$ cat src/rtl/md5_signature_collector.sv
// Folds the four MD5 output words into a 32-bit MISR over a programmable window
// after a warm-up delay, and publishes the final signature with a one-cycle strobe.
module md5_signature_collector #(
   parameter int unsigned WARMUP = 64,
   parameter int unsigned WINDOW = 256,
   parameter logic [31:0] POLY   = 32'h04C11DB7,
   parameter logic [31:0] SEED   = 32'hFFFFFFFF
) (
   input  logic        clk,
   input  logic        reset,
   input  logic        start,
   input  logic [31:0] a64,
   input  logic [31:0] b64,
   input  logic [31:0] c64,
   input  logic [31:0] d64,
   output logic [31:0] signature,
   output logic        sig_valid,
   output logic        busy
);

   localparam int unsigned MAX_CNT = (WARMUP > WINDOW) ? WARMUP : WINDOW;
   localparam int unsigned CNT_W   = $clog2(MAX_CNT + 1);
   localparam logic [CNT_W-1:0] WARM_LAST = CNT_W'(WARMUP - 1);
   localparam logic [CNT_W-1:0] WIN_LAST  = CNT_W'(WINDOW - 1);

   typedef enum logic [1:0] {
      S_IDLE   = 2'd0,
      S_WARMUP = 2'd1,
      S_ACCUM  = 2'd2
   } state_t;

   state_t           r_state;
   logic [CNT_W-1:0] r_cnt;
   logic [31:0]      r_misr;
   logic [31:0]      w_fold;
   logic [31:0]      w_misr_next;

   assign w_fold      = a64 ^ b64 ^ c64 ^ d64;
   assign w_misr_next = {r_misr[30:0], 1'b0} ^ (r_misr[31] ? POLY : 32'h0) ^ w_fold;

   // Shared counter runs 0..LAST in each timed state; the terminal compare ends the state.
   always_ff @(posedge clk) begin
      if (reset) begin
         r_state   <= S_IDLE;
         r_cnt     <= '0;
         r_misr    <= SEED;
         signature <= 32'h0;
         sig_valid <= 1'b0;
         busy      <= 1'b0;
      end else begin
         sig_valid <= 1'b0;
         case (r_state)
            S_IDLE: begin
               if (start) begin
                  r_misr <= SEED;
                  r_cnt  <= '0;
                  busy   <= 1'b1;
                  if (WARMUP == 0) r_state <= S_ACCUM;
                  else             r_state <= S_WARMUP;
               end
            end
            S_WARMUP: begin
               if (r_cnt == WARM_LAST) begin
                  r_cnt   <= '0;
                  r_state <= S_ACCUM;
               end else begin
                  r_cnt <= r_cnt + CNT_W'(1);
               end
            end
            S_ACCUM: begin
               r_misr <= w_misr_next;
               if (r_cnt == WIN_LAST) begin
                  r_cnt     <= '0;
                  signature <= w_misr_next;
                  sig_valid <= 1'b1;
                  busy      <= 1'b0;
                  r_state   <= S_IDLE;
               end else begin
                  r_cnt <= r_cnt + CNT_W'(1);
               end
            end
            default: begin
               r_state <= S_IDLE;
               r_cnt   <= '0;
               busy    <= 1'b0;
            end
         endcase
      end
   end

endmodule

$ cat config.mk
export PLATFORM = sky130hd
export DESIGN_NAME = md5_signature_collector
export DESIGN_NICKNAME = d
export VERILOG_FILES = /design/src/rtl/md5_signature_collector.sv
export SDC_FILE = /design/constraint.sdc
export NUM_CORES = 1
export LEC_CHECK = 0
export ABC_AREA = 1
export BUFFER_PORTS_ARGS = -buffer_cell sky130_fd_sc_hd__buf_2
export CORE_UTILIZATION = 50
export CTS_BUF_LIST = sky130_fd_sc_hd__clkbuf_4 sky130_fd_sc_hd__clkbuf_8
export CTS_CLUSTER_DIAMETER = 30
export CTS_CLUSTER_SIZE = 40
export DETAILED_ROUTE_END_ITERATION = 6
export PLACE_DENSITY = 0.86
export SKIP_LAST_GASP = 1
export SLEW_MARGIN = 40
export SYNTH_ARGS = -nofsm -noshare
export SYNTH_HDL_FRONTEND = slang
export SYNTH_SLANG_ARGS = --single-unit
$ cat constraint.sdc
create_clock -name clk -period 2.4 [get_ports clk]
set_clock_uncertainty 0.1 [all_clocks]
set_input_delay 0.48 -clock clk [delete_from_list [all_inputs] [get_ports clk]]
set_output_delay 0.48 -clock clk [all_outputs]
set_load 0.005 [all_outputs]
==> impl_metrics.env, run 1 <==
export IMPL_run_status="finished, final reports clean"
export IMPL_cellPowerDensity_mw_per_mm2=648
export IMPL_critical_path_peak_fanout=44
export IMPL_num_vias=5195
export IMPL_worst_setup_path_type="flop to flop"
export IMPL_avgViaCountPerCell=4.69
export IMPL_pwr_share_comb=0.338
export IMPL_power_leakage_nw=3.31
export IMPL_number_of_buffers_and_inverters_on_the_critical_path=4
export IMPL_root_buffer="sky130_fd_sc_hd__clkbuf_8"
export IMPL_report_final_setup_viol=0
export IMPL_post_synth_top_area_cell="sky130_fd_sc_hd__dfxtp_1"
export IMPL_net_count_of_the_mapped_netlist=946
export IMPL_num_io_pins=165
export IMPL_power_report_internal_total_mw=2.68
export IMPL_grt_antenna_before_repair=0
export IMPL_worstMarginPinSlew_ns=0.557
export IMPL_postSynthCellCount=809
export IMPL_route_detailed_drc=0
export IMPL_synth_yosys_seq_area_share=0.303
export IMPL_timing_max_transition_violations_final=0
export IMPL_rr_startpoint="r_cnt[0]$_SDFFE_PP0P_"
export IMPL_clock_fmax_mhz=459
export IMPL_maximum_cell_stage_delay_along_the_critical_path_ns=0.40
export IMPL_critical_path_s_top_delay_family="simple AND/OR/NAND/NOR gates"
export IMPL_rows=36
export IMPL_sum_of_routed_wire_length_over_all_layers_mm=11.5
export IMPL_multi_input_comb_area_sq_mm=0.00295
export IMPL_min_period_over_period=0.907
export IMPL_global_route_usage_total=0.229
export IMPL_post_synth_instance_area_sq_mm=0.00508
export IMPL_port_buffers=164
export IMPL_grt_start_max_net_pins=45
export IMPL_hold_path_class="input pin to flop"
export IMPL_netSwitchingPower_mw=1.41
export IMPL_fp_coreArea_sq_mm=0.00982
export IMPL_antenna_left=0
export IMPL_timing_max_cap_violations=0
export IMPL_worst_setup_hold_path_clk_slew_ns=0.08
export IMPL_worstSetupEndpointType="flop"
export IMPL_totalNegativeSetupSlack_ns=0
export IMPL_hold_slack_final_ns=0.331
export IMPL_finalNetCount=1106
export IMPL_swShare=0.345
export IMPL_worst_endpoint_required_ns=2.54
export IMPL_cts_buffers=9
export IMPL_die_height_microns=103
export IMPL_layout_commonest_cell="sky130_fd_sc_hd__nand2_1"
export IMPL_post_synth_cell_area_avg_sq_um=6.28
export IMPL_gpl_final_weighted_congestion=0.833
export IMPL_area_growth_synth_to_final_pct=24.4
export IMPL_worst_path_slowest_cell="sky130_fd_sc_hd__dfxtp_1"
export IMPL_wl_per_cell_microns=10.4
export IMPL_ctsHtreeMaxLevel=3
export IMPL_antenna_diode_count=0
export IMPL_timing_critical_path_mode_cell="sky130_fd_sc_hd__nand2_1"
export IMPL_globalRoute_totalOverflow=0
export IMPL_path_cells="ha_1 -> nand2_1 -> nor2_2 -> nand2_1 -> nor2_1 -> nand2_1 -> inv_1 -> ha_1 -> nand2_1 -> inv_2 -> buf_12 -> nand3_1 -> nand2_1 -> inv_1"
export IMPL_clock_path_buffers=2
export IMPL_synth_area_top_cells="sky130_fd_sc_hd__dfxtp_1 (30%), sky130_fd_sc_hd__nand2_1 (18%), sky130_fd_sc_hd__xnor2_1 (11%)"
export IMPL_detail_route_first_pass_iterations=4
export IMPL_seq_area_sq_mm=0.00154
export IMPL_chipWidth_microns=103
export IMPL_mostFrequentLayoutCells="sky130_fd_sc_hd__nand2_1 (240), sky130_fd_sc_hd__buf_2 (164), sky130_fd_sc_hd__inv_1 (127)"
export IMPL_placed_cells=1091
export IMPL_layoutNonFillerInstCount=1107
export IMPL_grt_setup_unrepaired="true"
export IMPL_largest_vdd_supply_drop_mv=0.388
export IMPL_cts_hold_buffers_added=0
export IMPL_hold_path_startpoint="start"
export IMPL_worst_endpoint_data_arrival_time_ns=2.32
export IMPL_layout_drive_gt1_share=0.202
export IMPL_detailedRoute_firstIterationViolations=125
export IMPL_power_share_clock=0.305
export IMPL_synth_warning_count=0
export IMPL_layout_min_cycle_time_ns=2.18
export IMPL_effective_utilization_at_floorplan=0.517
export IMPL_cp_launch_type="flop"
export IMPL_maxSlewHeadroom=0.628
export IMPL_global_route_wire_length_before_repair_mm=19.2
export IMPL_timing_hold_violations_final=0
export IMPL_grt_pass1_vias=4655
export IMPL_worst_setup_path_startpoint="r_cnt[0]$_SDFFE_PP0P_"
export IMPL_fillerInstances=881
export IMPL_clk_latency_ns=0.34
export IMPL_synth_seq_cells=77
export IMPL_cts_tree="done"
export IMPL_synth_top_area_share=0.303
export IMPL_numClockSinks=77
export IMPL_pwr_share_seq=0.357
export IMPL_dp_final_hpwl_mm=8.45
export IMPL_yosys_cell_types_count=24
export IMPL_fp_dieArea_sq_mm=0.0106
-- area by class of cell --
| type | instances | area share |
|---|---|---|
| clock buffer | 13 | 0.0273 |
| clock inverter | 3 | 0.0143 |
| inverter | 130 | 0.0772 |
| multi-input combinational | 579 | 0.468 |
| sequential | 77 | 0.244 |
| tap | 133 | 0.0263 |
| timing repair buffer | 172 | 0.143 |
-- worst min-delay path: stages --
cell	delay, ns
sky130_fd_sc_hd__buf_2	0.11
sky130_fd_sc_hd__nand3_1	0.07
sky130_fd_sc_hd__a21oi_1	0.06
-- cells by family (layout without fill, tap and decap cells) --
family	count (synthesis)	after routing	synth area share
simple gates	439	439	0.361
buf+inv	153	318	0.117
xor+xnor	96	96	0.165
flops	77	77	0.303
compound gates	38	38	0.0382
fa+ha+maj	6	6	0.0148
-- synth_stat cells, drive strengths merged --
cell,n
nand4,1
inv,130
o21ai,25
nor2,76
buf,12
nand2,241
clkbuf,11
xnor2,64
xor2,32
a21oi,13
or2,14
nand3b,1
dfxtp,77
nand3,106
ha,6
-- timing repair --
action,4_1_cts,5_1_grt
resized for setup,0,2
setup endpoints to repair,0,41
buffers inserted,0,0
-- sequential cells by signal, summed over array words and instances (netlist names) --
signal     flops
r_misr        32
signature     32
r_cnt          9
r_state        2
busy           1
sig_valid      1
-- path summary, 6_finish.rpt --
| kind | cells past startpoint | endpoint | slack [ns] |
|---|---|---|---|
| setup / recovery | 14 | signature[12]$_SDFFE_PP0P_ | 0.22 |
| setup reg to reg | 14 | signature[12]$_SDFFE_PP0P_ | 0.22 |
| hold / removal | 3 | busy$_SDFFE_PP0P_ | 0.33 |
| hold reg to reg | 2 | busy$_SDFFE_PP0P_ | 0.37 |
-- per-layer routing --
layer	routed length [microns]	global-route usage
met1	5020	0.258
met2	5680	0.435
met3	687	0.0427
met4	109	0.0661
met5	0	0
-- per-stage QoR --
step	setup WS, ns	total power, mW	area [sq um]	utilization
finish	0.223	4.09	6320	0.643
global route	-0.0565	4.40	6320	0.643
CTS	0.173	4.12	6320	0.643
detailed placement	0.260	2.87	6050	0.616
global placement	0.328	2.83	6050	0.616
floorplan	0.336	2.48	5080	-
-- power by group through the flow --
stage | Combinational [mW] | Clock, mW | Sequential, mW
after detailed placement | 1.38 | 0 | 1.49
after floorplan | 1.01 | 0 | 1.47
final | 1.38 | 1.25 | 1.46
after global routing | 1.58 | 1.34 | 1.47
after global placement | 1.35 | 0 | 1.48
after CTS | 1.39 | 1.27 | 1.46
(Power assumes the default switching activity.)
==> run 2: changes to the inputs <==
ABC_AREA = default   (was 1)
MAX_ROUTING_LAYER = met4   (was default)
PLACE_DENSITY = 0.9   (was 0.86)
==> run 2 against run 1 <==
Effect of this change: register-to-register slack worse by 0.02 ns; sequential share of layout area up 5.2 points; final area down 17%; setup slack worse by 0.020 ns; final cell count down 36%; wire length down 17%; non-clock buffer count up 4; sequential cell count unchanged; hold slack better by 0.050 ns; critical path type unchanged.
==> impl_metrics.env, run 2 <==
export IMPL_run_status="finished, final reports clean"
export IMPL_layout_commonest_cell="sky130_fd_sc_hd__buf_2"
export IMPL_largest_vdd_supply_drop_mv=0.384
export IMPL_synth_simple_gate_area_frac=0.129
export IMPL_globalRoute_totalOverflow=0
export IMPL_yosys_area_share_adder=0.0186
export IMPL_port_buffers=164
export IMPL_wl_per_cell_microns=13.3
export IMPL_grt_start_max_net_pins=34
export IMPL_clk_latency_ns=0.34
export IMPL_synth_seq_cells=77
export IMPL_min_period_over_period=0.916
export IMPL_clock_path_buffers=2
export IMPL_effective_utilization_at_floorplan=0.519
export IMPL_num_vias=3576
export IMPL_grt_antenna_before_repair=0
export IMPL_power_leakage_nw=2.15
export IMPL_power_report_internal_total_mw=2.57
export IMPL_postSynth_asyncResetShare=0
export IMPL_fp_dieArea_sq_mm=0.00842
export IMPL_timing_hold_violations_final=0
export IMPL_grt_setup_unrepaired="false"
export IMPL_global_route_wire_length_before_repair_mm=15.8
export IMPL_antenna_diode_count=0
export IMPL_placed_cells=698
export IMPL_synth_edff_count=0
export IMPL_synth_area_top_cells="sky130_fd_sc_hd__dfxtp_1 (38%), sky130_fd_sc_hd__xnor2_1 (27%), sky130_fd_sc_hd__a21oi_1 (5.1%)"
export IMPL_report_final_setup_viol=0
export IMPL_swShare=0.328
export IMPL_finalNetCount=744
export IMPL_synth_yosys_seq_area_share=0.383
export IMPL_yosys_top_cells_count="sky130_fd_sc_hd__xnor2_1 (123), sky130_fd_sc_hd__dfxtp_1 (77), sky130_fd_sc_hd__nor2_1 (52)"
export IMPL_power_share_clock=0.267
export IMPL_critical_path_peak_fanout=10
export IMPL_die_height_microns=91.8
export IMPL_antenna_left=0
export IMPL_synth_top_area_share=0.383
export IMPL_sum_of_routed_wire_length_over_all_layers_mm=9.49
export IMPL_postSynthCellCount=440
export IMPL_global_route_usage_total=0.241
export IMPL_layout_min_cycle_time_ns=2.20
export IMPL_clock_fmax_mhz=455
export IMPL_rows=32
export IMPL_cts_hold_buffers_added=0
export IMPL_cts_tree="done"
export IMPL_area_growth_synth_to_final_pct=29.5
export IMPL_maxSlewHeadroom=0.544
export IMPL_worstMarginPinSlew_ns=0.683
export IMPL_fp_coreArea_sq_mm=0.00777
export IMPL_detailedRoute_firstIterationViolations=144
export IMPL_route_detailed_drc=0
export IMPL_chipWidth_microns=91.8
export IMPL_gpl_final_weighted_congestion=0.757
export IMPL_totalNegativeSetupSlack_ns=0
export IMPL_root_buffer="sky130_fd_sc_hd__clkbuf_8"
export IMPL_placement_setup_worst_slack_ns=0.107
export IMPL_num_io_pins=165
export IMPL_mostFrequentLayoutCells="sky130_fd_sc_hd__buf_2 (164), sky130_fd_sc_hd__xnor2_1 (123), sky130_fd_sc_hd__dfxtp_1 (75)"
export IMPL_timing_max_transition_violations_final=0
export IMPL_netSwitchingPower_mw=1.26
export IMPL_net_count_of_the_mapped_netlist=577
export IMPL_synth_warning_count=0
export IMPL_avgViaCountPerCell=5.01
export IMPL_grt_pass1_vias=3599
export IMPL_hold_path_class="flop to flop"
export IMPL_post_synth_top_area_cell="sky130_fd_sc_hd__dfxtp_1"
export IMPL_cts_buffers=9
export IMPL_cellPowerDensity_mw_per_mm2=734
export IMPL_synth_main_ff_cell="sky130_fd_sc_hd__dfxtp_1"
export IMPL_synth_xor_area_frac=0.311
export IMPL_synth_top_family_by_area="XOR/XNOR gates"
export IMPL_layout_drive_gt1_share=0.337
export IMPL_muxShareOfSynthArea=0
export IMPL_pwr_share_seq=0.388
export IMPL_timing_max_cap_violations=0
export IMPL_layoutNonFillerInstCount=714
export IMPL_worst_setup_path_type="flop to flop"
export IMPL_pwr_share_comb=0.345
export IMPL_cp_launch_type="flop"
export IMPL_dp_final_hpwl_mm=7.29
export IMPL_post_synth_instance_area_sq_mm=0.00403
export IMPL_worstSetupEndpointType="flop"
export IMPL_worst_slack_ns=0.203
export IMPL_worst_setup_hold_path_clk_slew_ns=0.07
export IMPL_worst_endpoint_required_ns=2.53
export IMPL_yosysMostFrequentCell="sky130_fd_sc_hd__xnor2_1"
export IMPL_yosys_cell_types_count=34
export IMPL_worst_endpoint_data_arrival_time_ns=2.33
export IMPL_detail_route_first_pass_iterations=4
export IMPL_post_synth_cell_area_avg_sq_um=9.15
export IMPL_synth_compound_area_share=0.132
export IMPL_numClockSinks=77
export IMPL_ctsHtreeMaxLevel=3
export IMPL_biggestRegsByFlops="r_misr (32), signature (32), r_cnt (9)"
## run 2: cell count changes in the layout (fill, tap and decap cells not counted), moves of 12 or more
cell	before	now
sky130_fd_sc_hd__xnor2_1	64	123
sky130_fd_sc_hd__nand3_1	106	4
sky130_fd_sc_hd__a211oi_1	0	14
sky130_fd_sc_hd__inv_1	127	6
sky130_fd_sc_hd__nand3b_1	1	19
sky130_fd_sc_hd__xor2_1	32	20
sky130_fd_sc_hd__nand2_1	240	8
sky130_fd_sc_hd__a21oi_1	13	41
sky130_fd_sc_hd__nor2_1	72	52
sky130_fd_sc_hd__or2_0	13	0
## run 2: power groups by stage
stage                     Clock (mW)  Sequential [mW]  Combinational [mW]
after CTS                       1.04             1.48                1.31
after global routing            1.09             1.50                1.46
final                           1.02             1.49                1.32
after global placement             0             1.50                1.27
after floorplan                    0             1.49               0.975
after detailed placement           0             1.51                1.30
## run 2: cells by family (layout without fill, tap and decap cells)
group | count (synthesis) | in the layout
buffers and inverters | 26 | 198
XOR/XNOR | 143 | 143
flip-flops | 77 | 77
adder cells (fa/ha/maj) | 6 | 6
AND/OR/NAND/NOR | 101 | 101
AO/OA/AOI/OAI | 87 | 87
## run 2: final cells by class
class	instances	area [sq um]
Clock inverter	3	42.5
Tap cell	102	128
Timing Repair Buffer	176	911
Inverter	6	22.5
Sequential cell	77	1540
Multi-Input combinational cell	337	2400
Fill cell	654	2550
Clock buffer	13	173
## run 2: stage by stage
step | area [sq um] | utilization | power, mW | hold slack, ns
floorplan | 4030 | - | 2.46 | 0.347
global placement | 4990 | 0.642 | 2.77 | 0.368
detailed placement | 4990 | 0.642 | 2.81 | 0.376
CTS | 5200 | 0.670 | 3.83 | 0.392
global route | 5220 | 0.672 | 4.05 | 0.407
finish | 5220 | 0.672 | 3.83 | 0.381
## run 2: worst paths after layout
path | from | end | slack (ns) | cells after the start
setup reg to reg | r_cnt[0]$_SDFFE_PP0P_ | r_cnt[4]$_SDFFE_PP0P_ | 0.20 | 11
hold reg to reg | r_cnt[1]$_SDFFE_PP0P_ | r_cnt[1]$_SDFFE_PP0P_ | 0.38 | 2
setup / recovery | r_cnt[0]$_SDFFE_PP0P_ | r_cnt[4]$_SDFFE_PP0P_ | 0.20 | 11
hold / removal | r_cnt[1]$_SDFFE_PP0P_ | r_cnt[1]$_SDFFE_PP0P_ | 0.38 | 2
## run 2: timing repair
item	4_1_cts	5_1_grt
setup buffers	0	0
gates resized for setup	0	4
endpoints found under the setup margin	0	6
## run 2: worst max-delay path: stages (launching register included)
cell and delay (ns):
sky130_fd_sc_hd__dfxtp_2 0.37, sky130_fd_sc_hd__ha_2 0.22, sky130_fd_sc_hd__nand3_4 0.08, sky130_fd_sc_hd__nor2_1 0.15
sky130_fd_sc_hd__nand3_1 0.12, sky130_fd_sc_hd__inv_1 0.07, sky130_fd_sc_hd__ha_1 0.21, sky130_fd_sc_hd__nand2b_4 0.17
sky130_fd_sc_hd__a2111oi_4 0.06, sky130_fd_sc_hd__buf_4 0.20, sky130_fd_sc_hd__a21o_1 0.18, sky130_fd_sc_hd__a22o_1 0.17
## run 2: metal layers
| metal | vias to the layer above | share of wire | global-route usage |
|---|---|---|---|
| met5 | - | 0 | - |
| met2 | 124 | 0.53 | 0.435 |
| met1 | 1643 | 0.39 | 0.266 |
| met4 | 0 | 0.021 | 0.103 |
| li1 | 1793 | - | - |
| met3 | 16 | 0.054 | 0.0348 |
